$ cat src/rtl/pc_unit_pkg.sv
// ---------------------------------------------------------------------------
// pc_unit_pkg
// Shared definitions for the program-counter unit and its return-address
// stack.
//   - pc_op_t       : 3-bit operation code presented by instruction decode
//   - PC_OP_*       : operation encodings (6 and 7 are reserved, act as HOLD)
//   - PC_DEFAULT_AW : default address width
// ---------------------------------------------------------------------------
package pc_unit_pkg;

    localparam int PC_DEFAULT_AW = 13;

    typedef logic [2:0] pc_op_t;

    localparam pc_op_t PC_OP_INC  = 3'd0;
    localparam pc_op_t PC_OP_JMP  = 3'd1;
    localparam pc_op_t PC_OP_BR   = 3'd2;
    localparam pc_op_t PC_OP_CALL = 3'd3;
    localparam pc_op_t PC_OP_RET  = 3'd4;
    localparam pc_op_t PC_OP_HOLD = 3'd5;

endpackage

$ cat src/rtl/pc_ras.sv
// ---------------------------------------------------------------------------
// pc_ras
// Return-address stack: a small LIFO of AW-bit addresses.
// When a push arrives while full, the stack behaves circularly: the oldest
// entry is overwritten, the count stays at DEPTH and err is set.
// A pop while empty leaves the stack unchanged and sets err.
// err is sticky until rst.
//
// Ports:
//   clk, rst   : clock, asynchronous active-high reset
//   push       : write push_data as the new top entry
//   pop        : discard the top entry (push and pop are never both set)
//   push_data  : address to push
//   top_data   : current top entry (valid when !empty)
//   empty/full : decoded from the registered entry count
//   err        : sticky overflow/underflow flag
// ---------------------------------------------------------------------------
module pc_ras
    import pc_unit_pkg::*;
#(
    parameter int AW    = PC_DEFAULT_AW,
    parameter int DEPTH = 4
) (
    input  logic          clk,
    input  logic          rst,
    input  logic          push,
    input  logic          pop,
    input  logic [AW-1:0] push_data,
    output logic [AW-1:0] top_data,
    output logic          empty,
    output logic          full,
    output logic          err
);

    localparam int PW = $clog2(DEPTH);
    localparam logic [PW:0] CNT_FULL = (PW+1)'(DEPTH);

    logic [PW-1:0] tos;
    logic [PW-1:0] tos_up;
    logic [PW:0]   count;
    logic [AW-1:0] mem [DEPTH];

    // Pointer arithmetic wraps naturally because DEPTH is a power of two.
    assign tos_up   = tos + 1'b1;
    assign top_data = mem[tos];
    assign empty    = (count == '0);
    assign full     = (count == CNT_FULL);

    always_ff @(posedge clk or posedge rst) begin
        if (rst) begin
            tos   <= '0;
            count <= '0;
            err   <= 1'b0;
        end else if (push) begin
            tos <= tos_up;
            if (full) begin
                err <= 1'b1;
            end else begin
                count <= count + 1'b1;
            end
        end else if (pop) begin
            if (empty) begin
                err <= 1'b1;
            end else begin
                tos   <= tos - 1'b1;
                count <= count - 1'b1;
            end
        end
    end

    // Entry storage carries no reset; when full, tos_up lands on the oldest
    // entry, which is exactly the one to overwrite.
    always_ff @(posedge clk) begin
        if (push) begin
            mem[tos_up] <= push_data;
        end
    end

endmodule

$ cat src/rtl/pc_unit.sv
// ---------------------------------------------------------------------------
// pc_unit
// Program-counter unit: increment, absolute jump, PC-relative branch,
// hold/stall and call/return through a hardware return-address stack.
//
// Optional build macro: PC_TRACE_EN adds prev_pc and redirect outputs.
//
// Ports:
//   clk, rst   : clock, asynchronous active-high reset
//   stall      : freeze pc, stack and error flag; op is ignored
//   op         : operation code (see pc_unit_pkg)
//   target     : absolute address for JMP/CALL
//   offset     : two's-complement displacement for BR
//   pc         : registered program counter
//   pc_next    : value pc takes at the next clock edge
//   ras_empty  : return-address stack holds no entries
//   ras_full   : return-address stack holds RAS_DEPTH entries
//   ras_err    : sticky stack overflow/underflow flag
//   prev_pc    : (PC_TRACE_EN) pc before the last non-stalled update
//   redirect   : (PC_TRACE_EN) last update was a taken control transfer
// ---------------------------------------------------------------------------
module pc_unit
    import pc_unit_pkg::*;
#(
    parameter int            AW         = PC_DEFAULT_AW,
    parameter int            RAS_DEPTH  = 4,
    parameter logic [AW-1:0] RESET_ADDR = '0
) (
    input  logic          clk,
    input  logic          rst,
    input  logic          stall,
    input  logic [2:0]    op,
    input  logic [AW-1:0] target,
    input  logic [AW-1:0] offset,
    output logic [AW-1:0] pc,
    output logic [AW-1:0] pc_next,
    output logic          ras_empty,
    output logic          ras_full,
    output logic          ras_err
`ifdef PC_TRACE_EN
    ,
    output logic [AW-1:0] prev_pc,
    output logic          redirect
`endif
);

    pc_op_t        op_t;
    logic [AW-1:0] pc_inc;
    logic [AW-1:0] ras_top;
    logic          ras_push;
    logic          ras_pop;

    assign op_t = pc_op_t'(op);

    function automatic logic [AW-1:0] wrap_inc(input logic [AW-1:0] a);
        return a + 1'b1;
    endfunction

    // Sign-extend the displacement and keep the low AW bits (modulo 2^AW).
    function automatic logic [AW-1:0] wrap_add(input logic        [AW-1:0] base,
                                               input logic signed [AW-1:0] disp);
        logic signed [AW:0] sum;
        sum = $signed({1'b0, base}) + disp;
        return sum[AW-1:0];
    endfunction

    always_comb begin
        pc_inc   = wrap_inc(pc);
        pc_next  = pc;
        ras_push = 1'b0;
        ras_pop  = 1'b0;
        if (!stall) begin
            case (op_t)
                PC_OP_INC:  pc_next = pc_inc;
                PC_OP_JMP:  pc_next = target;
                PC_OP_BR:   pc_next = wrap_add(pc, $signed(offset));
                PC_OP_CALL: begin
                    ras_push = 1'b1;
                    pc_next  = target;
                end
                PC_OP_RET: begin
                    // An underflowing return falls through to the next address.
                    ras_pop = 1'b1;
                    pc_next = ras_empty ? pc_inc : ras_top;
                end
                default:    pc_next = pc;
            endcase
        end
    end

    pc_ras #(
        .AW    (AW),
        .DEPTH (RAS_DEPTH)
    ) u_ras (
        .clk       (clk),
        .rst       (rst),
        .push      (ras_push),
        .pop       (ras_pop),
        .push_data (pc_inc),
        .top_data  (ras_top),
        .empty     (ras_empty),
        .full      (ras_full),
        .err       (ras_err)
    );

    always_ff @(posedge clk or posedge rst) begin
        if (rst) begin
            pc <= RESET_ADDR;
        end else begin
            pc <= pc_next;
        end
    end

`ifdef PC_TRACE_EN
    logic redirect_d;

    // A branch by +1 lands on the sequential address, so it is not a redirect.
    assign redirect_d = !stall &&
                        ((op_t == PC_OP_JMP)  ||
                         (op_t == PC_OP_CALL) ||
                         ((op_t == PC_OP_BR)  && (offset != AW'(1))) ||
                         ((op_t == PC_OP_RET) && !ras_empty));

    always_ff @(posedge clk or posedge rst) begin
        if (rst) begin
            prev_pc  <= RESET_ADDR;
            redirect <= 1'b0;
        end else begin
            redirect <= redirect_d;
            if (!stall) begin
                prev_pc <= pc;
            end
        end
    end
`endif

endmodule

$ cat config.mk
export PLATFORM = sky130hd
export DESIGN_NAME = pc_unit
export DESIGN_NICKNAME = d
export VERILOG_FILES = /design/src/rtl/pc_unit_pkg.sv /design/src/rtl/pc_ras.sv /design/src/rtl/pc_unit.sv
export SDC_FILE = /design/constraint.sdc
export NUM_CORES = 1
export LEC_CHECK = 0
export BUFFER_PORTS_ARGS = -buffer_cell sky130_fd_sc_hd__buf_2
export CORE_UTILIZATION = 30
export CTS_CLUSTER_SIZE = 20
export DETAILED_ROUTE_END_ITERATION = 7
export GPL_ROUTABILITY_DRIVEN = 0
export PLACE_DENSITY = 0.51
export SLEW_MARGIN = 20
export SYNTH_ARGS = -nofsm -noshare
export SYNTH_HDL_FRONTEND = slang
export SYNTH_SLANG_ARGS = --single-unit
$ cat constraint.sdc
create_clock -name clk -period 3.8 [get_ports clk]
set_input_delay 0.76 -clock clk [delete_from_list [all_inputs] [get_ports clk]]
set_output_delay 0.76 -clock clk [all_outputs]
set_load 0.005 [all_outputs]
==> results of run 1 <==
metrics by stage:
stage | setup WS (ns) | std cells | power [uW] | utilization (%)
2_1_floorplan | 0.587 | 342 | 1730 | -
6_report | 0.195 | 587 | 2930 | 37.7
4_1_cts | 0.201 | 587 | 2970 | 37.7
3_5_place_dp | 0.201 | 571 | 2080 | 35.2
3_3_place_gp | 0.252 | 571 | 2060 | 35.2
5_1_grt | 0.0657 | 587 | 3100 | 37.7
layer usage:
layer | global-route usage [%] | part of all wire, % | up-vias
met5 | 0 | 0 | -
met4 | 3.13 | 0.93 | 0
met3 | 3.63 | 5.5 | 10
met2 | 25.1 | 46 | 105
met1 | 22.8 | 47 | 1525
li1 | - | - | 1436
cells by family (layout without fill, tap and decap cells):
group	count (synthesis)	count (layout)
and+or+nand+nor	104	104
DFF	71	71
AOI/OAI and AO/OA	87	87
muxes	16	16
buffers and inverters	27	100
xor gates and xnor gates	18	18
adders and majority gates	19	19
area by class of cell:
| type | instances | area, um2 |
|---|---|---|
| Fill cell | 1278 | 7990 |
| Clock buffer | 13 | 280 |
| Multi-Input combinational cell | 244 | 1840 |
| Tap cell | 172 | 215 |
| Clock inverter | 3 | 38.8 |
| Inverter | 16 | 60.1 |
| Sequential cell | 71 | 2040 |
| Timing Repair Buffer | 68 | 360 |
flip-flops by register name, summed over array words and instances (netlist names):
register     count
pc              13
u_ras.tos        2
u_ras.err        1
u_ras.mem       52
u_ras.count      3
synth_stat cells, types with 2 or more instances:
| master | number |
|---|---|
| nand4_1 | 2 |
| xor2_1 | 8 |
| nand3b_1 | 2 |
| o32a_1 | 2 |
| a21oi_1 | 22 |
| xnor2_1 | 10 |
| a31oi_1 | 3 |
| mux2i_1 | 2 |
| and3_1 | 2 |
| nor2_1 | 30 |
| and2_1 | 4 |
| mux4_2 | 13 |
| nor3_1 | 9 |
| o21a_1 | 2 |
| nor2b_1 | 2 |
| o21ai_0 | 22 |
| nand3_1 | 9 |
| inv_1 | 16 |
| clkbuf_1 | 4 |
| dfrtp_1 | 19 |
| or3_1 | 4 |
| buf_2 | 4 |
| nand2b_1 | 5 |
| a211oi_1 | 3 |
| o211ai_1 | 3 |
| a21o_1 | 7 |
| ha_1 | 17 |
| or2_2 | 2 |
| fa_1 | 2 |
| o22ai_1 | 2 |
| buf_6 | 2 |
| edfxtp_1 | 52 |
| nand2_1 | 25 |
| a221oi_1 | 4 |
power groups by stage:
stage               clock network, uW  registers (uW)  logic (uW)
floorplan                           0            1060         668
global placement                    0            1130         931
detailed placement                  0            1130         944
CTS                               897            1120         952
global route                      924            1140        1040
finish                            876            1110         943
final timing paths:
check                                        end  cells past startpoint  slack [ns]
max reg2reg                     pc[11]$_DFF_PP0_                      7        1.35
max in group asynchronous        pc[8]$_DFF_PP0_                      2        2.67
min reg2reg                u_ras.err$_DFFE_PP0P_                      2        0.49
max                                  pc_next[11]                      9        0.20
min in group asynchronous        pc[2]$_DFF_PP0_                      2        0.60
min                        u_ras.err$_DFFE_PP0P_                      2        0.49
worst max-delay path: cells and delay by family:
family / cells / cell delay [ns]
AOI/OAI and AO/OA: 5 / 1.38
adders and majority gates: 1 / 0.30
buffers and inverters: 2 / 0.24
and+or+nand+nor: 1 / 0.17
==> impl_metrics.py, run 1 <==
metrics = {
    "timing": {
        "period_share_pct": 94.9,
        "hold_slack_ns": 0.485,
        "maxSlewViolCount": 0,
        "tightest_slew_ns": 0.854,
        "hold_violations": 0,
        "final.setup.tns_ns": 0,
        "fin_skew_ns": 0.00742,
        "rsz0062_at_grt": "no",
        "setup-violations-final": 0,
        "max_freq_mhz": 277,
        "period_needed_ns": 3.60,
        "relSlewSlack_pct": 43.0,
    },
    "critical_path": {
        "arrival_ns": 2.84,
        "slowest_stage": "o41ai_2",
        "cpMostUsedCell": "buf_2",
        "cp_data_required_time_ns": 3.04,
        "worstPathMaxFanout": 3,
        "slowest_delay_ns": 0.36,
        "timing.rr.start": "pc[1]$_DFF_PP0_",
        "crit_start": "offset[1]",
        "path_cells": "buf_2, ha_1, a211oi_1, nor2_1, o2111a_1, o41ai_2, o22ai_1, a41o_1, buf_2",
        "startpoint_type": "input port",
        "critical_path_class": "in2out",
        "cp-end-kind": "primary output",
    },
    "cells_and_area": {
        "final_area_um2": 4830,
        "synthToLayoutAreaGrowth_pct": 20.8,
        "final_common_cell": "buf_2",
        "final_cell_mix": "buf_2, edfxtp_1, nor2_1",
        "final_nets": 461,
        "drive_gt1_share_pct": 26.0,
        "diodes": 0,
    },
    "pwr": {
        "irDropWorstVdd_uv": 435,
        "p_switching_uw": 959,
        "internal_power_uw": 1970,
        "seqPwrFrac_pct": 38.0,
        "swShare_pct": 32.7,
        "powerDensity_nw_per_um2": 607,
        "power_frac_comb_pct": 32.2,
        "power_leakage_uw": 0.00191,
        "pwr-share-clk_pct": 29.9,
    },
    "synthesis": {
        "netlist_instances": 342,
        "syn_area_per_cell_um2": 11.7,
        "yosysWarnings": 0,
        "synth_top_family_by_area": "compound AO/OA/AOI/OAI gates",
        "synth_xor_area_share_pct": 3.94,
        "syn_nets": 393,
        "synth.distinct_cells": 61,
        "ys_ff_latch": 71,
        "synth_edf_count": 52,
        "synth_mux_area_share_pct": 8.10,
        "synth_area_leaders": "edfxtp_1, dfrtp_1, mux4_2",
        "synth_top_area_share_pct": 39.0,
        "post-synth-top-area-cell": "edfxtp_1",
        "synth_ff_type": "edfxtp_1",
        "synth_compound_area_share_pct": 14.7,
        "yosysSeqAreaShare_pct": 50.9,
        "async_flop_share_pct": 26.8,
        "synthSimpleGateAreaFrac_pct": 13.0,
        "synth_area_um2": 4000,
        "synth_fa_ha_area_share_pct": 6.32,
    },
    "global_route": {
        "grt_antenna_before_repair": 0,
        "grt_pass1_wl_um": 17000,
        "grt_overflow": 0,
        "track_usage_pct": 16.0,
        "grt_max_degree": 21,
        "grt_pass1_vias": 3082,
    },
    "floorplanning": {
        "fp.dieW_um": 117,
        "core_um2": 12800,
        "rows": 41,
        "dieArea_um2": 13800,
        "die_h_um": 117,
        "num_io_pins": 61,
        "start_util_pct": 31.2,
    },
    "place": {
        "dp_hpwl_um": 8100,
        "portBuffers": 60,
        "dpl_cell_area_um2": 4520,
    },
    "clock_network": {
        "cts_max_path_buffers": 2,
        "clk_pin_slew_worst_paths_ns": 0.05,
        "clkLatencyLatePin_ns": 0.33,
        "cts.sinks": 71,
        "root_buffer": "clkbuf_16",
        "cts_made_buffers": 9,
        "htreeDepth": 3,
        "cts_tree": "yes",
        "postCtsResizedCells": 0,
        "postCtsSetupRepairBufs": 0,
        "ctsHoldBuffers": 0,
    },
    "route": {
        "dr.pass1.iters": 5,
        "dr.first_iter.drc_count": 221,
        "wl_um": 10800,
        "avgRoutedWirePerCell_um": 18.3,
        "num_vias": 3076,
        "viasPerCell": 5.24,
        "post-route-drc-count": 0,
        "ant_nets": 0,
    },
    "job": {
        "max_cap_violations": 0,
    },
    "worst_hold_path": {
        "hp-class": "reg2reg",
        "min_from": "u_ras.err$_DFFE_PP0P_",
    },
    "status": {
        "outcome": "completed",
    },
}
(Power assumes the default switching activity.)
==> inputs of run 2 (changes only) <==
- CELL_PAD_IN_SITES_DETAIL_PLACEMENT: default -> 1
- CELL_PAD_IN_SITES_GLOBAL_PLACEMENT: default -> 1
- HOLD_SLACK_MARGIN: default -> 0.03
- PLACE_DENSITY: 0.51 -> 0.6
==> run 2 against run 1 <==
Via count fell by 0.59%. Maximum frequency shrank 0.82%. First-iteration DRC count is 30% lower. Final area grew 0.31%. Sequential power hardly changed. Core utilization increased by 0.12 points. Non-clock buffer count rose by 3. Power rose by 1.1%. Count of clock-buffer cells in the layout is 2 lower.
==> impl_metrics.py, run 2 (synthesis gave the netlist of run 1 again) <==
metrics = {
    "route": {
        "dr.first_iter.drc_count": 155,
        "viasPerCell": 5.18,
        "avgRoutedWirePerCell_um": 19.5,
        "dr.pass1.iters": 4,
        "wl_um": 11500,
        "num_vias": 3058,
        "ant_nets": 0,
        "post-route-drc-count": 0,
    },
    "floorplanning": {
        "rows": 41,
        "num_io_pins": 61,
        "start_util_pct": 31.2,
        "core_um2": 12800,
        "fp.dieW_um": 117,
        "dieArea_um2": 13800,
        "die_h_um": 117,
    },
    "timing": {
        "period_share_pct": 95.7,
        "period_needed_ns": 3.63,
        "fin_skew_ns": 0.00643,
        "maxSlewViolCount": 0,
        "rsz0062_at_grt": "no",
        "relSlewSlack_pct": 44.9,
        "tightest_slew_ns": 0.826,
        "setup-violations-final": 0,
        "max_freq_mhz": 275,
        "fin_ws_ns": 0.165,
        "final.setup.tns_ns": 0,
        "hold_violations": 0,
    },
    "cells_and_area": {
        "nFillCells": 1435,
        "drive_gt1_share_pct": 26.1,
        "multi_input_comb_area_um2": 1850,
        "reg.largest.list": "u_ras.mem x52, pc x13, u_ras.count x3",
        "regArea_um2": 2040,
        "synthToLayoutAreaGrowth_pct": 21.2,
        "regMostFlops": "u_ras.mem",
        "largest_register_ffs": 52,
        "final_cell_mix": "buf_2, edfxtp_1, nor2_1",
        "final_common_cell": "buf_2",
        "diodes": 0,
        "final_nets": 464,
    },
    "global_route": {
        "grt_overflow": 0,
        "grt_pass1_wl_um": 18700,
        "grt_max_degree": 21,
        "grt_antenna_before_repair": 0,
        "grt_pass1_vias": 3250,
        "track_usage_pct": 17.7,
    },
    "pwr": {
        "power_leakage_uw": 0.00192,
        "powerDensity_nw_per_um2": 611,
        "irDropWorstVdd_uv": 388,
    },
    "job": {
        "max_cap_violations": 0,
    },
    "clock_network": {
        "cts.sinks": 71,
        "htreeDepth": 3,
        "clkLatencyLatePin_ns": 0.34,
        "clk_pin_slew_worst_paths_ns": 0.06,
        "ctsHoldBuffers": 0,
        "cts_made_buffers": 9,
        "root_buffer": "clkbuf_16",
        "cts_tree": "yes",
        "cts_max_path_buffers": 2,
    },
    "critical_path": {
        "path_cells": "buf_2, ha_1, inv_1, fa_1, nand2b_1, a21oi_1, buf_4, o21a_1, or3_1, a31o_2, a2bb2oi_2, buf_2",
        "slowest_delay_ns": 0.34,
        "cp-end-kind": "primary output",
        "cpMostUsedCell": "buf_2",
        "slowest_stage": "or3_1",
        "worstPathMaxFanout": 5,
        "cp_data_required_time_ns": 3.04,
        "arrival_ns": 2.87,
        "startpoint_type": "input port",
        "critical_path_class": "in2out",
    },
    "worst_hold_path": {
        "hp-class": "reg2reg",
    },
    "status": {
        "outcome": "completed",
    },
    "place": {
        "portBuffers": 60,
        "dp_slack_ns": 0.109,
        "dp_hpwl_um": 8780,
    },
}
run 2: cell count changes in the layout (fill, tap and decap cells not counted), sizes merged:
cell,previous run,this run
buf,68,71
bufinv,1,2
clkbuf,13,11
clkinv,2,3
run 2: power by group:
group	switching [uW]	total (uW)	internal [uW]
clock	317	886	569
combinational	514	967	453
sequential	155	1110	956
total	986	2970	1980
run 2: timing repair:
action,CTS,global route
endpoints found under the hold margin,0,0
buffers inserted,0,0
gates resized for setup,0,1
setup endpoints to repair,0,1
run 2: area by class of cell:
class | count | share of cell area (%)
Clock buffer | 11 | 4.80
Sequential cell | 71 | 42.0
Timing Repair Buffer | 71 | 7.89
Clock inverter | 5 | 1.50
Tap cell | 172 | 4.44
Inverter | 16 | 1.24
Multi-Input combinational cell | 244 | 38.1
run 2: metrics by stage:
step | util, % | hold slack [ns] | instances | cell area [um2] | power [uW]
3_3_place_gp | 35.4 | 0.500 | 574 | 4540 | 2080
3_5_place_dp | 35.4 | 0.495 | 574 | 4540 | 2100
2_1_floorplan | - | 0.472 | 342 | 4000 | 1730
6_report | 37.8 | 0.507 | 590 | 4850 | 2970
4_1_cts | 37.8 | 0.514 | 590 | 4840 | 3000
5_1_grt | 37.8 | 0.550 | 590 | 4850 | 3150
run 2: final timing paths:
path | start | slack [ns] | depth (start not counted) | endpoint
max in group asynchronous | rst | 2.70 | 2 | pc[9]$_DFF_PP0_
min reg2reg | u_ras.err$_DFFE_PP0P_ | 0.51 | 2 | u_ras.err$_DFFE_PP0P_
min | u_ras.err$_DFFE_PP0P_ | 0.51 | 2 | u_ras.err$_DFFE_PP0P_
max | offset[0] | 0.17 | 12 | pc_next[12]
max reg2reg | pc[1]$_DFF_PP0_ | 1.38 | 7 | pc[11]$_DFF_PP0_
min in group asynchronous | rst | 0.58 | 2 | u_ras.count[1]$_DFFE_PP0P_
run 2: routing by layer:
metal | part of all wire [%] | up-vias | wire (um) | global-route usage [%]
met4 | 0.61 | 0 | 70 | 3.13
met1 | 48 | 1550 | 5540 | 24.5
li1 | - | 1438 | - | -
met3 | 3.9 | 9 | 454 | 4.02
met2 | 47 | 61 | 5450 | 28.7
met5 | 0 | - | 0 | 0
run 2: critical path: cells and delay by family:
kind	cells	cell delay, ns
buffers and inverters	4	0.47
AND/OR/NAND/NOR	2	0.53
AO/OA/AOI/OAI	4	0.70
adder cells (fa/ha/maj)	2	0.41
